$ cat src/rtl/points_packetizer.sv
// points_packetizer: snapshots the four point centroids and the group count on
// each VGA_VS falling edge. It then streams them as a 21-byte framed packet:
//   AA 55 seq cnt {H_hi H_lo V_hi V_lo} x4 checksum
// The packet goes out on a valid/ready byte interface toward the UART TX.
// The checksum is the 8-bit sum of bytes 2..19 and is accumulated per handshake.
// Optional build macro: POINTS_PACKETIZER_SKIP_EMPTY_EN. When it is defined,
// frames with cnt==0 are not sent.
module points_packetizer #(
   parameter logic [7:0] SYNC0      = 8'hAA,
   parameter logic [7:0] SYNC1      = 8'h55,
   parameter int         MAX_POINTS = 4
) (
   input  logic        CLK,
   input  logic        RESET_N,
   input  logic        VGA_VS,
   input  logic [15:0] i_POINTS_H_0,
   input  logic [15:0] i_POINTS_H_1,
   input  logic [15:0] i_POINTS_H_2,
   input  logic [15:0] i_POINTS_H_3,
   input  logic [15:0] i_POINTS_V_0,
   input  logic [15:0] i_POINTS_V_1,
   input  logic [15:0] i_POINTS_V_2,
   input  logic [15:0] i_POINTS_V_3,
   input  logic [2:0]  i_POINT_COUNT,
   output logic [7:0]  o_TX_DATA,
   output logic        o_TX_VALID,
   input  logic        i_TX_READY,
   output logic        o_BUSY,
   output logic [7:0]  o_FRAME_CNT,
   output logic [7:0]  o_DROP_CNT
);

   // Index of the checksum byte; the point bytes end one before it.
   localparam logic [4:0] LAST_IDX = 5'(4 + 4 * MAX_POINTS);

   typedef enum logic {IDLE, SEND} state_t;

   state_t            state_q;
   logic              vs_d_q, fall_d_q;
   logic [3:0][15:0]  h_q, v_q;
   logic [2:0]        cnt_q;
   logic [7:0]        seq_q, csum_q;
   logic [4:0]        idx_q;
   logic [7:0]        tx_data_q;
   logic              tx_valid_q;
   logic [7:0]        frame_q, drop_q;

   logic              fall, xfer, start_ok;
   logic [2:0]        cnt_clamp;
   logic [4:0]        idx_d, slot;
   logic [7:0]        csum_d, byte_d, pt_byte;
   logic [15:0]       word;

   assign fall      = vs_d_q & ~VGA_VS;
   assign xfer      = tx_valid_q & i_TX_READY;
   assign cnt_clamp = (i_POINT_COUNT > 3'd4) ? 3'd4 : i_POINT_COUNT;
   assign idx_d     = idx_q + 5'd1;
   // Only bytes seq..last point byte feed the checksum.
   assign csum_d    = csum_q + (((idx_q >= 5'd2) && (idx_q < LAST_IDX)) ? tx_data_q : 8'd0);

`ifdef POINTS_PACKETIZER_SKIP_EMPTY_EN
   assign start_ok = (cnt_clamp != 3'd0);
`else
   assign start_ok = 1'b1;
`endif

   assign o_TX_DATA   = tx_data_q;
   assign o_TX_VALID  = tx_valid_q;
   assign o_BUSY      = (state_q != IDLE);
   assign o_FRAME_CNT = frame_q;
   assign o_DROP_CNT  = drop_q;

   // Select the byte that follows the current one. The checksum byte uses the
   // sum that already includes the byte being handed off now.
   always_comb begin
      slot    = idx_d - 5'd4;
      word    = slot[1] ? v_q[slot[3:2]] : h_q[slot[3:2]];
      pt_byte = slot[0] ? word[7:0] : word[15:8];
      case (idx_d)
         5'd0:     byte_d = SYNC0;
         5'd1:     byte_d = SYNC1;
         5'd2:     byte_d = seq_q;
         5'd3:     byte_d = {5'd0, cnt_q};
         LAST_IDX: byte_d = csum_d;
         default:  byte_d = pt_byte;
      endcase
   end

   // VS edge detect. The trigger is delayed one cycle so the finder's outputs
   // have settled before they are sampled.
   always_ff @(posedge CLK or negedge RESET_N) begin
      if (!RESET_N) begin
         vs_d_q   <= 1'b0;
         fall_d_q <= 1'b0;
      end else begin
         vs_d_q   <= VGA_VS;
         fall_d_q <= fall;
      end
   end

   // Packet FSM: snapshot on trigger, then step through bytes on each handshake.
   always_ff @(posedge CLK or negedge RESET_N) begin
      if (!RESET_N) begin
         state_q    <= IDLE;
         h_q        <= '0;
         v_q        <= '0;
         cnt_q      <= '0;
         seq_q      <= '0;
         csum_q     <= '0;
         idx_q      <= '0;
         tx_data_q  <= '0;
         tx_valid_q <= 1'b0;
         frame_q    <= '0;
         drop_q     <= '0;
      end else begin
         if (fall_d_q) begin
            frame_q <= frame_q + 8'd1;
            if (state_q == IDLE) begin
               h_q   <= {i_POINTS_H_3, i_POINTS_H_2, i_POINTS_H_1, i_POINTS_H_0};
               v_q   <= {i_POINTS_V_3, i_POINTS_V_2, i_POINTS_V_1, i_POINTS_V_0};
               cnt_q <= cnt_clamp;
               seq_q <= frame_q;
               if (start_ok) begin
                  state_q    <= SEND;
                  idx_q      <= 5'd0;
                  csum_q     <= 8'd0;
                  tx_data_q  <= SYNC0;
                  tx_valid_q <= 1'b1;
               end
            end else if (drop_q != 8'hFF) begin
               drop_q <= drop_q + 8'd1;
            end
         end
         if ((state_q == SEND) && xfer) begin
            if (idx_q == LAST_IDX) begin
               state_q    <= IDLE;
               idx_q      <= 5'd0;
               tx_valid_q <= 1'b0;
               tx_data_q  <= 8'd0;
            end else begin
               idx_q     <= idx_d;
               tx_data_q <= byte_d;
               csum_q    <= csum_d;
            end
         end
      end
   end

endmodule

$ cat config.mk
export PLATFORM = sky130hd
export DESIGN_NAME = points_packetizer
export DESIGN_NICKNAME = d
export VERILOG_FILES = /design/src/rtl/points_packetizer.sv
export SDC_FILE = /design/constraint.sdc
export NUM_CORES = 1
export LEC_CHECK = 0
export CAP_MARGIN = 20
export CORE_MARGIN = 8
export CORE_UTILIZATION = 25
export DETAILED_ROUTE_END_ITERATION = 8
export HOLD_SLACK_MARGIN = 0.12
export PLACE_DENSITY = 0.54
export SLEW_MARGIN = 20
export SYNTH_ARGS = -nofsm -noshare
export SYNTH_HDL_FRONTEND = slang
export SYNTH_SLANG_ARGS = --single-unit
$ cat constraint.sdc
create_clock -name CLK -period 7.2 [get_ports CLK]
set_clock_uncertainty 0.15 [all_clocks]
set_input_delay 1.44 -clock CLK [delete_from_list [all_inputs] [get_ports CLK]]
set_output_delay 1.44 -clock CLK [all_outputs]
set_load 0.005 [all_outputs]
==> reports/metrics.yaml, run 1 <==
status:
  run_status: "finished, final reports clean"
clock_tree:
  root_buffer: "clkbuf_16"
  cts_resized: 0
  post-cts-setup-buffer-count: 0
  cts_buffer_depth: 2
  cts_buffers: 17
  clk_latency_ns: 0.43
  cts_sinks: 180
  clk_pin_slew_ns: 0.07
  cts_tree: "yes"
  cts_hold_buf: 0
  ctsHtreeMaxLevel: 4
detailed_routing:
  wl_um: 26080
  drt-initial-drc-count: 456
  ant_nets: 0
  viasPerCell: 4.456
  drt_first_pass_iters: 5
  drc: 0
  wl_per_cell_um: 17.06
  vias: 6813
grt:
  antenna_found_initial: 1
  grt_remaining_overflow: 0
  grt_pass1_wl_um: 41160
  grt_max_degree: 76
  first_global_vias: 7034
  track_usage: 0.1279
place:
  gp_routability_congestion: 0.8474
  numPortBuffers: 160
  dp_hpwl_um: 19340
  dp_cells: 1498
  pre_cts_ws_ns: 3.316
logic_synthesis:
  yosys_most_used_dff: "dfrtp_1"
  synth-edff-count: 0
  yosys-mux-area-fraction: 0.09890
  syn_nets: 1077
  netlist_area_um2: 8678
  ys_types: 56
  ys_seq_area_frac: 0.5190
  synth_xor_xnor_area_share: 0.02797
  syn_area_per_cell_um2: 9.382
  netlist_instances: 925
  synth_compound_area_frac: 0.04844
  ys_warn_count: 0
  synth_fa_ha_area_frac: 0.02537
  synthSimpleGateAreaFrac: 0.2500
  synth_top_family_by_area: "simple AND/OR/NAND/NOR gates"
  async_reset_ff_frac: 1.000
  yosys_register_bits: 180
timing:
  slew_headroom: 0.3649
  period_minus_slack_ns: 3.824
  setup_ws_ns: 3.376
  worst_slew_pin_slew_ns: 0.9506
  rsz0062_at_grt: "no"
  slew_viol_final: 0
  setup_viol: 0
  hold_viol: 0
  fmax_ghz: 0.2615
  finalCritPeriodShare: 0.5312
  final.setup.tns_ns: 0
setup_path:
  crit_required_ns: 7.32
  crit_path_end: "o_TX_DATA[5]$_DFFE_PN0P_"
  r2r_end: "o_TX_DATA[5]$_DFFE_PN0P_"
  rr_startpoint: "idx_q[0]$_DFFE_PN0P_"
  end_kind: "flip-flop"
  arrival_ns: 3.94
  cp_max_fo: 37
  cp-startpoint: "idx_q[0]$_DFFE_PN0P_"
  start_kind: "flip-flop"
  rrSetupSlack_ns: 3.38
  crit_type: "flip-flop to flip-flop"
  ff2ff_path_depth: 9
floorplanning:
  floorplan.rows: 68
  placeableCoreArea_um2: 34370
  ios: 161
  die_area_um2: 40930
  initial_core_util: 0.2525
  die_h_um: 202.3
  fp.dieW_um: 202.3
finish:
  syn_to_final_growth_pct: 29.77
  mostFrequentLayoutCells: "nand2_1 (463), dfrtp_1 (180), clkdlybuf4s50_1 (159), nand3_1 (21), clkbuf_16 (17)"
  diodes: 0
  layout-drive-gt1-share: 0.06145
  final_cells: 1529
  final_nets: 1214
  layout_commonest_cell: "nand2_1"
  final_util: 0.3276
flow_run:
  maxCapViolCount: 0
min_path:
  min_path_type: "flip-flop to flip-flop"
pwr:
  leakage_nw: 4.753
  vdd_drop_max_v: 0.0002621
  p_per_area_nw_per_um2: 410.6
## metal layers
layer	vias up	wire length, um	track usage
met2	160	12410	0.2023
met3	27	1099	0.02690
met4	0	557	0.04222
met1	3312	12020	0.1722
met5	-	0	0
li1	3314	-	-
## cell type report
class                           instances  area [um^2]
Timing Repair Buffer                  167         1678
Clock inverter                         14        118.9
Fill cell                            3616        23110
Tap cell                              455        569.3
Inverter                                9        33.78
Multi-Input combinational cell        687         3933
Sequential cell                       180         4504
Clock buffer                           17        425.4
## worst max-delay path, cell delays in order, from the launching register on
cell	delay, ns
dfrtp_1	0.47
ha_1	0.33
xor2_4	0.15
buf_4	0.55
ha_2	0.35
nand3b_1	0.07
mux2i_1	0.62
a21oi_1	0.14
a2111oi_0	0.65
nor4_1	0.13
## cell usage after synthesis (2+ instances only)
master | n | area [um^2]
nand2_1 | 463 | 1738
dfrtp_1 | 180 | 4504
clkbuf_1 | 35 | 131.4
nand3_1 | 21 | 105.1
ha_1 | 16 | 200.2
nor2_1 | 16 | 60.06
o21ai_0 | 16 | 80.08
mux4_2 | 15 | 337.8
xnor2_1 | 15 | 131.4
mux4_1 | 14 | 367.9
mux2i_1 | 13 | 130.1
a21oi_1 | 10 | 50.05
and3_1 | 8 | 50.05
buf_1 | 8 | 30.03
inv_1 | 8 | 30.03
xor2_1 | 7 | 61.31
and2_1 | 6 | 37.54
nand4_1 | 6 | 37.54
a22o_1 | 4 | 35.03
nand3b_1 | 4 | 30.03
nor2b_1 | 4 | 25.02
o211ai_1 | 4 | 30.03
or3_1 | 4 | 25.02
a32oi_1 | 3 | 26.28
buf_4 | 3 | 22.52
nand2b_1 | 3 | 18.77
o22ai_1 | 3 | 18.77
a211oi_1 | 2 | 15.01
a211oi_2 | 2 | 25.02
a221o_1 | 2 | 20.02
a22oi_1 | 2 | 15.01
buf_12 | 2 | 40.04
mux2_2 | 2 | 22.52
o31ai_1 | 2 | 15.01
## where the power goes
group | total (mW) | leakage (nW) | switching [mW] | internal (mW)
logic | 2.09 | 2.71 | 1.11 | 0.983
registers | 1.66 | 1.79 | 0.272 | 1.39
clock network | 0.873 | 0.262 | 0.422 | 0.451
## through the flow
| step | cell area, um^2 | total power, mW | hold WS (ns) |
|---|---|---|---|
| 3_3_place_gp | 10680 | 3.715 | 0.3002 |
| 6_report | 11260 | 4.625 | 0.3206 |
| 4_1_cts | 11260 | 4.684 | 0.3249 |
| 2_1_floorplan | 8678 | 3.055 | 0.2873 |
| 3_5_place_dp | 10710 | 3.786 | 0.3073 |
| 5_1_grt | 11260 | 4.978 | 0.3381 |
## logic make-up after synthesis
family,Yosys count
multiplexers,44
AO/OA/AOI/OAI,61
AND/OR/NAND/NOR,541
buffers and inverters,58
XOR/XNOR,24
adder cells (fa/ha/maj),17
flip-flops,180
## registers in the layout (all words and copies together) (netlist names), 3 cells and up
register,count
csum_q,8
o_DROP_CNT,8
cnt_q,3
o_TX_DATA,8
idx_q,5
o_FRAME_CNT,8
h_q,64
v_q,64
seq_q,8
## worst min path at each step
stage	start	to	slack (ns)	depth (start not counted)
after CTS	v_q[44]$_DFFE_PN0P_	v_q[44]$_DFFE_PN0P_	0.32	2
after detailed placement	v_q[44]$_DFFE_PN0P_	v_q[44]$_DFFE_PN0P_	0.31	2
after global routing	h_q[53]$_DFFE_PN0P_	h_q[53]$_DFFE_PN0P_	0.34	2
final	h_q[63]$_DFFE_PN0P_	h_q[63]$_DFFE_PN0P_	0.32	2
after floorplan	h_q[10]$_DFFE_PN0P_	h_q[10]$_DFFE_PN0P_	0.29	2
after global placement	h_q[62]$_DFFE_PN0P_	h_q[62]$_DFFE_PN0P_	0.30	2
Note: power is estimated with default switching activity, not from simulation.
==> inputs of run 2 (changes only) <==
- clock period: 7.2 -> 4 ns (I/O delays scaled with it)
==> reports/metrics.yaml, run 2 (synthesized netlist as in run 1, its figures left out) <==
finish:
  syn_to_final_growth_pct: 30.88
  final_nets: 1220
  layout_commonest_cell: "nand2_1"
  top_regs: "h_q: 64 flops, v_q: 64 flops"
  mostFrequentLayoutCells: "nand2_1 (463), dfrtp_1 (180), clkdlybuf4s50_1 (159), nand3_1 (21), clkbuf_16 (17)"
  postLayoutCellArea_um2: 11360
  final_util: 0.3304
  layout-drive-gt1-share: 0.06475
pwr:
  p_per_area_nw_per_um2: 742.0
  leakage_nw: 4.800
  vdd_drop_max_v: 0.0004765
setup_path:
  crit_path_top_delay_cell: "mux2i_1"
  cp_max_fo: 8
  start_kind: "flip-flop"
  arrival_ns: 3.86
  cp_top_family: "adder cells"
  crit_type: "flip-flop to flip-flop"
  crit_required_ns: 4.18
  crit_path_max_incr_delay_ns: 0.53
  end_kind: "flip-flop"
  path_buf_inv: 2
  path_cells: "inv_1, ha_1, nor3_1, mux2i_1, and2_1, ha_1, inv_1, fa_1, nand2b_1, a21oi_1, o22ai_1, xnor2_1, a211oi_1, o31ai_1"
place:
  numPortBuffers: 160
  dpl_cell_area_um2: 10760
  dp_hpwl_um: 18980
  gp_routability_congestion: 0.8173
timing:
  rsz0062_at_grt: "no"
  final.setup.tns_ns: 0
  hold_viol: 0
  setup_viol: 0
  fmax_ghz: 0.2715
  finalCritPeriodShare: 0.9208
  worst_slew_pin_slew_ns: 0.7813
  period_minus_slack_ns: 3.683
  slew_headroom: 0.4642
  slew_viol_final: 0
detailed_routing:
  wl_um: 25710
  vias: 6816
  drc: 0
  drt-initial-drc-count: 439
  wl_per_cell_um: 16.73
  drt_first_pass_iters: 4
  ant_nets: 0
  viasPerCell: 4.435
clock_tree:
  cts_buffer_depth: 2
  clk_latency_ns: 0.42
  root_buffer: "clkbuf_16"
  cts_hold_buf: 0
  post-cts-setup-buffer-count: 0
  cts_tree: "yes"
  cts_sinks: 180
  ctsHtreeMaxLevel: 4
  clk_pin_slew_ns: 0.07
  cts_buffers: 17
  cts_resized: 0
floorplanning:
  initial_core_util: 0.2525
  fp.dieW_um: 202.3
  placeableCoreArea_um2: 34370
  die_h_um: 202.3
  floorplan.rows: 68
  die_area_um2: 40930
  ios: 161
grt:
  first_global_vias: 7115
  grt_remaining_overflow: 0
  track_usage: 0.1264
  grt_pass1_wl_um: 41060
  antenna_found_initial: 0
  grt_max_degree: 93
status:
  run_status: "finished, final reports clean"
min_path:
  min_path_type: "primary input to async pin"
flow_run:
  maxCapViolCount: 0
[run 2: changes by cell type in the layout (fill, tap and decap cells not counted), moves of 2 or more]
cell | previous run | this run
buf_4 | 6 | 11
inv_8 | 3 | 1
buf_12 | 0 | 2
clkinv_4 | 2 | 5
bufinv_16 | 0 | 2
inv_6 | 4 | 1
[run 2: path summary, 6_finish.rpt]
kind	from	to	slack [ns]	depth (start not counted)
max	idx_q[0]$_DFFE_PN0P_	o_TX_DATA[6]$_DFFE_PN0P_	0.32	14
min	RESET_N	h_q[8]$_DFFE_PN0P_	0.25	1
max reg2reg	idx_q[0]$_DFFE_PN0P_	o_TX_DATA[6]$_DFFE_PN0P_	0.32	14
min reg2reg	v_q[4]$_DFFE_PN0P_	v_q[4]$_DFFE_PN0P_	0.31	2
max in group asynchronous	RESET_N	h_q[46]$_DFFE_PN0P_	2.59	2
min in group CLK	v_q[4]$_DFFE_PN0P_	v_q[4]$_DFFE_PN0P_	0.31	2
[run 2: worst reg2reg max path: stages (launching register included)]
cell and delay (ns):
dfrtp_1 0.46, inv_1 0.20, ha_1 0.28, nor3_1 0.07
mux2i_1 0.53, and2_1 0.22, ha_1 0.16, inv_1 0.05
fa_1 0.41, nand2b_1 0.18, a21oi_1 0.18, o22ai_1 0.12
xnor2_1 0.23, a211oi_1 0.11, o31ai_1 0.25
[run 2: final cells by class]
| cell class | instances | area (um^2) |
|---|---|---|
| well taps | 455 | 569.3 |
| inverters | 9 | 33.78 |
| multi-input cells | 687 | 3926 |
| diodes | 1 | 2.502 |
| clock inverters | 13 | 151.4 |
| clock buffers | 19 | 442.9 |
| fillers | 3625 | 23010 |
| repair buffers | 173 | 1728 |
| flip-flops and latches | 180 | 4504 |
[run 2: power by group]
group	switching [mW]	internal (mW)
registers	0.465	2.50
logic	2.03	1.74
clock network	0.747	0.948
[run 2: metal layers]
layer	routed length, um	share of wire	GRT usage	up-vias
met5	0	0	0	-
met4	297	0.012	0.03289	0
met3	942	0.037	0.02498	11
met2	12530	0.49	0.2069	112
met1	11940	0.46	0.1689	3349
li1	-	-	-	3344
[run 2: stage by stage]
| step | total power, mW | hold slack, ns | worst slack (ns) | cells |
|---|---|---|---|---|
| 3_5_place_dp | 6.820 | 0.3045 | 0.3898 | 1504 |
| 4_1_cts | 8.550 | 0.3150 | 0.3491 | 1536 |
| 6_report | 8.428 | 0.2548 | 0.3168 | 1537 |
| 2_1_floorplan | 5.500 | 0.2873 | 0.9837 | 925 |
| 5_1_grt | 9.058 | 0.3262 | 0.07652 | 1536 |
| 3_3_place_gp | 6.749 | 0.3010 | 0.5050 | 1504 |
